**src/rtl/pwm_seq_pkg.sv**
```systemverilog
// Shared definitions for the PWM mode sequencer.
//   state_t       : sequencer FSM states (IDLE, ARM, RUN)
//   END_MODE      : mode value marking end of program in the step table
//   PG_RST_ACTIVE : asserted level of the pulse_generator reset
package pwm_seq_pkg;

  typedef enum logic [1:0] {
    IDLE = 2'd0,
    ARM  = 2'd1,
    RUN  = 2'd2
  } state_t;

  localparam logic [3:0] END_MODE      = 4'd0;
  localparam logic       PG_RST_ACTIVE = 1'b1;

endpackage

```
**src/rtl/pwm_seq_table.sv**
```systemverilog
// Step program table: NSTEPS entries of {mode, duration}.
//   clk                        : write clock
//   wr_en/wr_addr/wr_mode/wr_dur : single write port
//   rd_addr -> rd_mode/rd_dur  : combinational read port
// Contents are not reset; the host programs the table before starting.
// A read in the same cycle as a write returns the old contents.
module pwm_seq_table #(
  parameter int NSTEPS = 8,
  parameter int AW     = 3,
  parameter int DURW   = 8
) (
  input  logic            clk,
  input  logic            wr_en,
  input  logic [AW-1:0]   wr_addr,
  input  logic [3:0]      wr_mode,
  input  logic [DURW-1:0] wr_dur,
  input  logic [AW-1:0]   rd_addr,
  output logic [3:0]      rd_mode,
  output logic [DURW-1:0] rd_dur
);

  logic [3:0]      mode_mem [NSTEPS];
  logic [DURW-1:0] dur_mem  [NSTEPS];

  always_ff @(posedge clk) begin
    if (wr_en) begin
      mode_mem[wr_addr] <= wr_mode;
      dur_mem[wr_addr]  <= wr_dur;
    end
  end

  assign rd_mode = mode_mem[rd_addr];
  assign rd_dur  = dur_mem[rd_addr];

endmodule

```
**src/rtl/pwm_mode_sequencer.sv**
```systemverilog
// Plays a programmed list of (mode, duration) steps into a pulse_generator,
// switching modes only on PWM period boundaries (pg_count wrapping to 0).
//   clk, rst (async, active-low)
//   wr_en/wr_addr/wr_mode/wr_dur : table programming (IDLE only, else wr_err)
//   start/stop/loop_en           : program control
//   pg_count                     : count from the driven pulse_generator
//   pg_mode/pg_rst               : registered drive to the pulse_generator
//   busy, step_idx, done, wr_err : status
module pwm_mode_sequencer
  import pwm_seq_pkg::*;
#(
  parameter int NSTEPS = 8,
  parameter int AW     = 3,
  parameter int DURW   = 8
) (
  input  logic            clk,
  input  logic            rst,
  input  logic            wr_en,
  input  logic [AW-1:0]   wr_addr,
  input  logic [3:0]      wr_mode,
  input  logic [DURW-1:0] wr_dur,
  input  logic            start,
  input  logic            stop,
  input  logic            loop_en,
  input  logic [15:0]     pg_count,
  output logic [3:0]      pg_mode,
  output logic            pg_rst,
  output logic            busy,
  output logic [AW-1:0]   step_idx,
  output logic            done,
  output logic            wr_err
);

  state_t          state;
  logic [15:0]     prev_count;
  logic            bnd;
  logic [DURW-1:0] per_cnt;
  logic [DURW-1:0] cur_dur;
  logic [DURW-1:0] dur0;
  logic [3:0]      mode0;
  logic [AW-1:0]   rd_addr;
  logic [3:0]      rd_mode;
  logic [DURW-1:0] rd_dur;
  logic [DURW-1:0] dur_eff;
  logic [DURW:0]   cnt_inc;
  logic            period_end;
  logic            last_step;

  // One read port: entry 0 while idle (start latch), otherwise the next step.
  // Entry 0 is kept in mode0/dur0 so a loop restart needs no second read.
  assign rd_addr = (state == IDLE) ? '0 : step_idx + AW'(1);

  pwm_seq_table #(
    .NSTEPS (NSTEPS),
    .AW     (AW),
    .DURW   (DURW)
  ) u_table (
    .clk     (clk),
    .wr_en   (wr_en && (state == IDLE)),
    .wr_addr (wr_addr),
    .wr_mode (wr_mode),
    .wr_dur  (wr_dur),
    .rd_addr (rd_addr),
    .rd_mode (rd_mode),
    .rd_dur  (rd_dur)
  );

  always_ff @(posedge clk or negedge rst) begin
    if (!rst) prev_count <= '0;
    else      prev_count <= pg_count;
  end

  assign bnd        = (pg_count == 16'd0) && (prev_count != 16'd0);
  assign dur_eff    = (cur_dur == '0) ? DURW'(1) : cur_dur;
  assign cnt_inc    = {1'b0, per_cnt} + (DURW+1)'(1);
  assign period_end = (cnt_inc == {1'b0, dur_eff});
  assign last_step  = (step_idx == AW'(NSTEPS - 1)) || (rd_mode == END_MODE);

  always_ff @(posedge clk or negedge rst) begin
    if (!rst) begin
      state    <= IDLE;
      pg_mode  <= END_MODE;
      pg_rst   <= PG_RST_ACTIVE;
      busy     <= 1'b0;
      step_idx <= '0;
      done     <= 1'b0;
      wr_err   <= 1'b0;
      per_cnt  <= '0;
      cur_dur  <= '0;
      dur0     <= '0;
      mode0    <= END_MODE;
    end else begin
      done   <= 1'b0;
      wr_err <= wr_en && (state != IDLE);
      case (state)
        IDLE: begin
          if (start && !stop) begin
            mode0    <= rd_mode;
            dur0     <= rd_dur;
            cur_dur  <= rd_dur;
            step_idx <= '0;
            per_cnt  <= '0;
            if (rd_mode == END_MODE) begin
              done <= 1'b1;
            end else begin
              state   <= ARM;
              pg_mode <= rd_mode;
              pg_rst  <= ~PG_RST_ACTIVE;
              busy    <= 1'b1;
            end
          end
        end
        ARM: begin
          if (stop) begin
            state    <= IDLE;
            pg_mode  <= END_MODE;
            pg_rst   <= PG_RST_ACTIVE;
            busy     <= 1'b0;
            step_idx <= '0;
          end else if (bnd) begin
            state   <= RUN;
            per_cnt <= '0;
          end
        end
        RUN: begin
          if (stop) begin
            state    <= IDLE;
            pg_mode  <= END_MODE;
            pg_rst   <= PG_RST_ACTIVE;
            busy     <= 1'b0;
            step_idx <= '0;
          end else if (bnd) begin
            if (period_end) begin
              per_cnt <= '0;
              if (last_step) begin
                if (loop_en) begin
                  step_idx <= '0;
                  pg_mode  <= mode0;
                  cur_dur  <= dur0;
                end else begin
                  state    <= IDLE;
                  pg_mode  <= END_MODE;
                  pg_rst   <= PG_RST_ACTIVE;
                  busy     <= 1'b0;
                  step_idx <= '0;
                  done     <= 1'b1;
                end
              end else begin
                step_idx <= rd_addr;
                pg_mode  <= rd_mode;
                cur_dur  <= rd_dur;
              end
            end else begin
              per_cnt <= per_cnt + DURW'(1);
            end
          end
        end
        default: state <= IDLE;
      endcase
    end
  end

endmodule

```
**config.mk**
```make
export PLATFORM = sky130hd
export DESIGN_NAME = pwm_mode_sequencer
export DESIGN_NICKNAME = d
export VERILOG_FILES = /design/src/rtl/pwm_seq_pkg.sv /design/src/rtl/pwm_seq_table.sv /design/src/rtl/pwm_mode_sequencer.sv
export SDC_FILE = /design/constraint.sdc
export NUM_CORES = 1
export LEC_CHECK = 0
export ABC_AREA = 1
export ABC_CLOCK_PERIOD_IN_PS = 5100
export BUFFER_PORTS_ARGS = -buffer_cell sky130_fd_sc_hd__buf_2
export CAP_MARGIN = 0
export CORE_MARGIN = 2
export CORE_UTILIZATION = 50
export DETAILED_ROUTE_END_ITERATION = 10
export PLACE_DENSITY = 0.69
export SYNTH_ARGS = -nofsm -noshare
export SYNTH_HDL_FRONTEND = slang
export SYNTH_SLANG_ARGS = --single-unit
```
**constraint.sdc**
```tcl
create_clock -name clk -period 5.1 [get_ports clk]
set_clock_uncertainty 0.05 [all_clocks]
set_input_delay 0 -clock clk [delete_from_list [all_inputs] [get_ports clk]]
set_output_delay 0 -clock clk [all_outputs]
set_load 0.02 [all_outputs]
```
; ---- Word-level counts from Yosys, hierarchy flattened
; Memories as Yosys holds them, arrays and structs flattened.
; Cells that the tools add are included.
[word_totals]
mem_count = 2
romBits = 0
out_inout_bits = 11
ff_bits = 57
inputBits = 37
elab_cells = 126
ram_bits = 96
latch_bits = 0
[mem_list]
columns = memory, words, width, rd, rd_ports_with_merged_regs, write_ports, line_no
row1 = u_table.dur_mem, 8, 8, 1, 0, 1, pwm_seq_table.sv:23  ; logic [DURW-1:0] dur_mem [NSTEPS];
row2 = u_table.mode_mem, 8, 4, 1, 0, 1, pwm_seq_table.sv:22  ; logic [3:0] mode_mem [NSTEPS];
[classes]
addsub = 3
shifts = 0
n_mux = 70
bitwise = 0
mul = 0
magnitude_cmp = 0
div_mod_pow = 0
n_reduce_logical = 21
eq_ne = 18
[ops]
columns = cell, count
row1 = 2-to-1 mux 8 bit, 13
row2 = 2-to-1 mux 4 bit, 8
row3 = 2-to-1 mux 1 bit, 25
row4 = one-hot mux 8 bit (3 select lines), 1
row5 = 2-to-1 mux 3 bit, 7
row6 = 2-to-1 mux 2 bit, 9
row7 = inequality test 3 bit (second input constant), 6
row8 = AND reduction 6 bit, 3
row9 = zero test 16 bit, 1
row10 = one-hot mux 8 bit (2 select lines), 1
row11 = nonzero test 16 bit, 1
row12 = inequality test 2 bit (second input constant), 7
row13 = one-hot mux 4 bit (3 select lines), 1
row14 = adder 8 x 1 -> 9 bit (second input constant), 1
row15 = == test 9 x 8 -> 1 bit, 1
row16 = one-hot mux 3 bit (3 select lines), 1
row17 = adder 8 x 1 -> 8 bit (second input constant), 1
row18 = zero test 8 bit, 1
row19 = AND reduction 8 bit, 1
row20 = AND reduction 7 bit, 1
row21 = one-hot mux 1 bit (3 select lines), 2
row22 = one-hot mux 2 bit (3 select lines), 1
row23 = AND reduction 5 bit, 1
row24 = logical AND 1 bit, 4
row25 = 13 further kinds, 14

; ---- Longest topological paths before layout
; An unclocked memory read counts as a cell.
[logic_depth]
depth_word = 10
ltp_mapped = 20
depth_no_buf = 18

; ---- Cells and area by module
; Synthesis repeated with hierarchy kept, for this count alone.
[hier_totals]
hier_cells = 819
area_unflattened_um2 = 7189.4
[modules_own_cells]
columns = mod, n_inst, area_per_inst_um2, cells_per_inst, seq_area_each_um2
row1 = pwm_seq_table, 1, 4239.1, 433, 2882.8
row2 = pwm_mode_sequencer, 1, 2950.3, 386, 1427.6

; ---- Least setup slack after synthesis
; Ideal clock, no wire load.
[synth_path]
path_kind = reg2reg
from = register step_idx[0]
to = register cur_dur[0]
arrival_ns = 2.097
required_time_ns = 4.932
setup_ns = 0.118
path_stages_with_launch = 16
synth_period_minus_slack_ns = 2.264
path_buffers = 1
path_slack_ns = 2.836
path_cell_list = dfrtp_1 > ha_1 > ha_1 > nand2_1 > inv_1 > nand2_1 > nand2_2 > nor2_2 > nand2_4 > nand2_4 > buf_6 > nand3b_1 > nand2_1 > inv_1 > nand2_1 > nand2_1
[synth_between]
elab_chain_len = 10
elab_cells_between_ends = 15
cone_classes = 1 x add/sub / 2 x eq/ne / 7 x mux / 3 x reduce/logical / 2 x memory
[synth_rtl]
columns = item, line_no
row1 = start: declaration, pwm_mode_sequencer.sv:29  ; output logic [AW-1:0] step_idx,
row2 = start signal: assignment, pwm_mode_sequencer.sv:149  ; step_idx <= rd_addr;
row3 = adder 3 x 1 -> 3 bit, pwm_mode_sequencer.sv:51  ; assign rd_addr = (state == IDLE) ? '0 : step_idx + AW'(1);
row4 = 2-to-1 mux 3 bit, pwm_mode_sequencer.sv:51
row5 = memory (8 x 4 bit), n/a
row6 = zero test 4 bit, pwm_mode_sequencer.sv:77  ; assign last_step = (step_idx == AW'(NSTEPS - 1)) || (rd_mode == END_MODE);
row7 = logical OR 1 bit, pwm_mode_sequencer.sv:77
row8 = 2-to-1 mux 8 bit, pwm_mode_sequencer.sv:135  ; if (last_step) begin
row9 = 2-to-1 mux 8 bit, pwm_mode_sequencer.sv:133  ; if (period_end) begin
row10 = 2-to-1 mux 8 bit, pwm_mode_sequencer.sv:132  ; end else if (bnd) begin
row11 = 2-to-1 mux 8 bit, pwm_mode_sequencer.sv:126  ; if (stop) begin
row12 = one-hot mux 8 bit (2 select lines), pwm_mode_sequencer.sv:95  ; case (state)
row13 = end signal: assignment, pwm_mode_sequencer.sv:100  ; cur_dur <= rd_dur;
row14 = end signal: assignment, pwm_mode_sequencer.sv:139  ; cur_dur <= dur0;
row15 = end signal: assignment, pwm_mode_sequencer.sv:151  ; cur_dur <= rd_dur;
row16 = end: declaration, pwm_mode_sequencer.sv:38  ; logic [DURW-1:0] cur_dur;
; Parallel ways exist; a longest one is shown, timed or not. The select of a mux whose other input is x is not followed.
; A chain may end at the register's enable or synchronous reset.

; ---- Worst setup path after layout
[layout_path]
from = register state[0]
to = register cur_dur[4]
[layout_between]
elab_chain_len = 10
elab_cells_between_ends = 20
cone_classes = 6 x eq/ne / 7 x mux / 5 x reduce/logical / 2 x memory
[layout_rtl]
columns = item, line_no
row1 = start: declaration, pwm_mode_sequencer.sv:34  ; state_t state;
row2 = start signal: assignment, pwm_mode_sequencer.sv:81  ; state <= IDLE;
row3 = start signal: assignment, pwm_mode_sequencer.sv:106  ; state <= ARM;
row4 = start signal: assignment, pwm_mode_sequencer.sv:115  ; state <= IDLE;
row5 = zero test 2 bit, "pwm_mode_sequencer.sv:51, pwm_mode_sequencer.sv:95"
row6 = 2-to-1 mux 3 bit, pwm_mode_sequencer.sv:51
row7 = memory (8 x 4 bit), n/a
row8 = zero test 4 bit, pwm_mode_sequencer.sv:77
row9 = logical OR 1 bit, pwm_mode_sequencer.sv:77
row10 = 2-to-1 mux 8 bit, pwm_mode_sequencer.sv:135
row11 = 2-to-1 mux 8 bit, pwm_mode_sequencer.sv:133
row12 = 2-to-1 mux 8 bit, pwm_mode_sequencer.sv:132
row13 = 2-to-1 mux 8 bit, pwm_mode_sequencer.sv:126
row14 = one-hot mux 8 bit (2 select lines), pwm_mode_sequencer.sv:95
; Parallel ways exist; a longest one is shown, timed or not. The select of a mux whose other input is x is not followed.

==> impl_metrics.toml <==
[synth]
ys_ff_latch = 153
synth_area_leaders = "edfxtp_1, dfrtp_1, nand2_1"
yosysTopAreaCell = "edfxtp_1"
synth_top_area_share_pct = 41.1
synth_warnings = 0
seq_area_frac_synth_pct = 61.4
syn_area_per_cell_sq_um = 9.73
synth_cells = 721
synthDistinctLibCells = 34
synth_area_sq_um = 7020
synth_nets = 765

[drt]
vias = 5112
ant_nets = 0
vias_per_cell = 5.10
wire_per_inst_microns = 14.7
wl_microns = 14700
drt-initial-drc-count = 287
drt_pass1_iterations = 5
drc = 0

[setup_path]
path_class = "flop to flop"
cp_data_arrival_time_ns = 3.53
path_cells = "inv_1 > ha_1 > inv_4 > nand2_2 > nand2_1 > nand3_1 > nand2_1 > nand2_1 > nand2_1 > nor2_2 > nand2_4 > nand2_4 > nand2_2 > nand2_1 > nand2_1 > inv_2 > nand2_1 > nand2_1"
cp_max_fo = 48
crit_slowest_cell = "nand2_2"
startpoint_type = "flop"
critical_path_required_ns = 5.41
slowest_delay_ns = 0.67
timing.critical_path.mode_cell = "nand2_1"
end_kind = "flop"

[cells_and_area]
final_cell_mix = "nand2_1, edfxtp_1, inv_1"
drive_gt1_share_pct = 14.8
areaGrowthSynthToFinish_pct = 18.3
final_nets = 853
antenna_cells = 0
fin_util_pct = 60.3
layout_commonest_cell = "nand2_1"
fillCellCount = 1163

[die]
die_h_microns = 122
dieArea_sq_um = 15000
pin_count = 48
core_sq_um = 13800
start_util_pct = 51.0
rows = 43
fp.dieW_microns = 122

[sta]
period_share_pct = 63.1
rsz0062_at_grt = "false"
worstMarginPinSlew_ns = 0.886
finalSetupViolCount = 0
whs_ns = 0.0754
relSlewSlack_pct = 40.7
hold_violations = 0
fmax_mhz = 311
drv_slew = 0
fin_crit_ns = 3.22
fin_tns_setup_ns = 0

[power]
powerDensity_nw_per_um2 = 473
p_sw_share_pct = 35.0
power_frac_clock_pct = 30.3
p_int_mw = 2.55
power_leakage_nw = 3.76
ir_worst_vdd_uv = 297
p_switching_mw = 1.37
p_comb_share_pct = 30.1
seq_power_share_pct = 39.6

[clock_tree]
clk_path_buf_depth = 2
path_clk_slew_ns = 0.06
h-tree-depth = 4
cts_hold_buffers = 32
post-cts-setup-buffer-count = 0
cts-root-buf = "clkbuf_16"
cts_resized = 0
clk_latency_ns = 0.42
cts_num_sinks = 153
cts_inserted_buffers = 17
cts_tree = "built"

[global_route]
grt_pass1_wl_microns = 24000
grt_pass1_vias = 5072
grt_usage_pct = 21.1
grt_remaining_overflow = 0
grt_max_degree = 58
antenna_found_initial = 0

[flow_run]
cap_viol_max_count = 0

[placed_design]
place_congestion = 0.880
dp_hpwl_microns = 9530
port_buffers = 47

[status]
status = "completed"

[worst_hold_path]
min_path_type = "input pin to flop"
==> path summary, 6_finish.rpt <==
| check | to | slack, ns | cells after the start | start |
|---|---|---|---|---|
| setup / recovery | cur_dur[4] | 1.88 | 18 | state[0] |
| hold / removal | u_table.mode_mem[1][0] | 0.08 | 4 | wr_addr[2] |
| setup reg to reg | cur_dur[4] | 1.88 | 18 | state[0] |
| max in group asynchronous | per_cnt[5] | 4.33 | 3 | rst |
| min in group asynchronous | prev_count[13] | 0.21 | 3 | rst |
| hold reg to reg | pg_rst | 0.43 | 2 | pg_rst |
==> routing by layer <==
metal	GRT usage, %	vias to the layer above	part of all wire (%)
li1	-	2572	-
met1	26.4	2391	44
met2	35.5	132	49
met3	4.83	17	4.7
met4	8.62	0	1.4
met5	0	-	0
==> Yosys cell counts <==
master and number:
nand3_1 65, inv_2 4, nand4_1 10, o21ai_0 19, inv_4 2, nand4_2 1
nand3_2 2, o21ai_1 5, nor2_4 4, nor4_1 5, dfstp_2 1, inv_1 91
clkbuf_1 5, buf_2 5, or2_2 1, nand2_4 3, nor3_1 3, nand2_2 3
ha_1 7, o221ai_1 16, xnor2_1 3, nor2_1 28, dfrtp_1 56, a211oi_1 1
edfxtp_1 96, buf_4 3, buf_6 6, nand3b_1 12, nand2_1 242, a31o_2 8
nor3_2 1, a21oi_1 8, nor2_2 4, buf_1 1
==> registers in the layout, indices dropped and copies added (netlist names) <==
signal            flops
busy                  1
cur_dur               8
done                  1
dur0                  8
mode0                 4
per_cnt               8
pg_mode               4
pg_rst                1
prev_count           16
state                 2
step_idx              3
u_table.dur_mem      64
u_table.mode_mem     32
wr_err                1
==> per-stage QoR <==
step           std cells  area, sq um  power [mW]  setup slack, ns
5_1_grt             1002         8300        4.17             1.53
6_report            1002         8300        3.92             1.88
4_1_cts             1002         8300        3.94             1.88
2_1_floorplan        721         7020        2.49             2.84
3_5_place_dp         938         7420        2.73             1.92
3_3_place_gp         938         7420        2.70             2.07
==> cell type report <==
cell class | count | area (sq um) | share of cell area [%]
Clock buffer | 18 | 429 | 5.17
Clock inverter | 14 | 135 | 1.63
Inverter | 97 | 369 | 4.45
Multi-Input combinational cell | 451 | 2200 | 26.5
Sequential cell | 153 | 4310 | 51.9
Tap cell | 180 | 225 | 2.71
Timing Repair Buffer | 89 | 631 | 7.60
==> cell families (layout without fill, tap and decap cells) <==
kind of cell    after synthesis  count (layout)  share of synthesized area [%]
compound gates               57              57                           5.38
xor+xnor                      3               3                          0.374
fa+ha+maj                     7               7                           1.25
buf+inv                     117             218                           7.22
flops                       153             153                           61.4
simple gates                384             384                           24.4
==> power groups by stage <==
stage / logic, mW / registers, mW / clock network (mW)
after floorplan: 0.901 / 1.59 / 0
after global placement: 1.13 / 1.57 / 0
after detailed placement: 1.15 / 1.58 / 0
after CTS: 1.18 / 1.55 / 1.21
after global routing: 1.35 / 1.57 / 1.26
final: 1.18 / 1.55 / 1.19
==> critical path: cells and delay by family, from the launching register on <==
| family | cells | cell delay, ns |
|---|---|---|
| simple gates | 14 | 2.02 |
| buf+inv | 3 | 0.24 |
| flops | 1 | 0.42 |
| fa+ha+maj | 1 | 0.43 |
(Power assumes the default switching activity.)
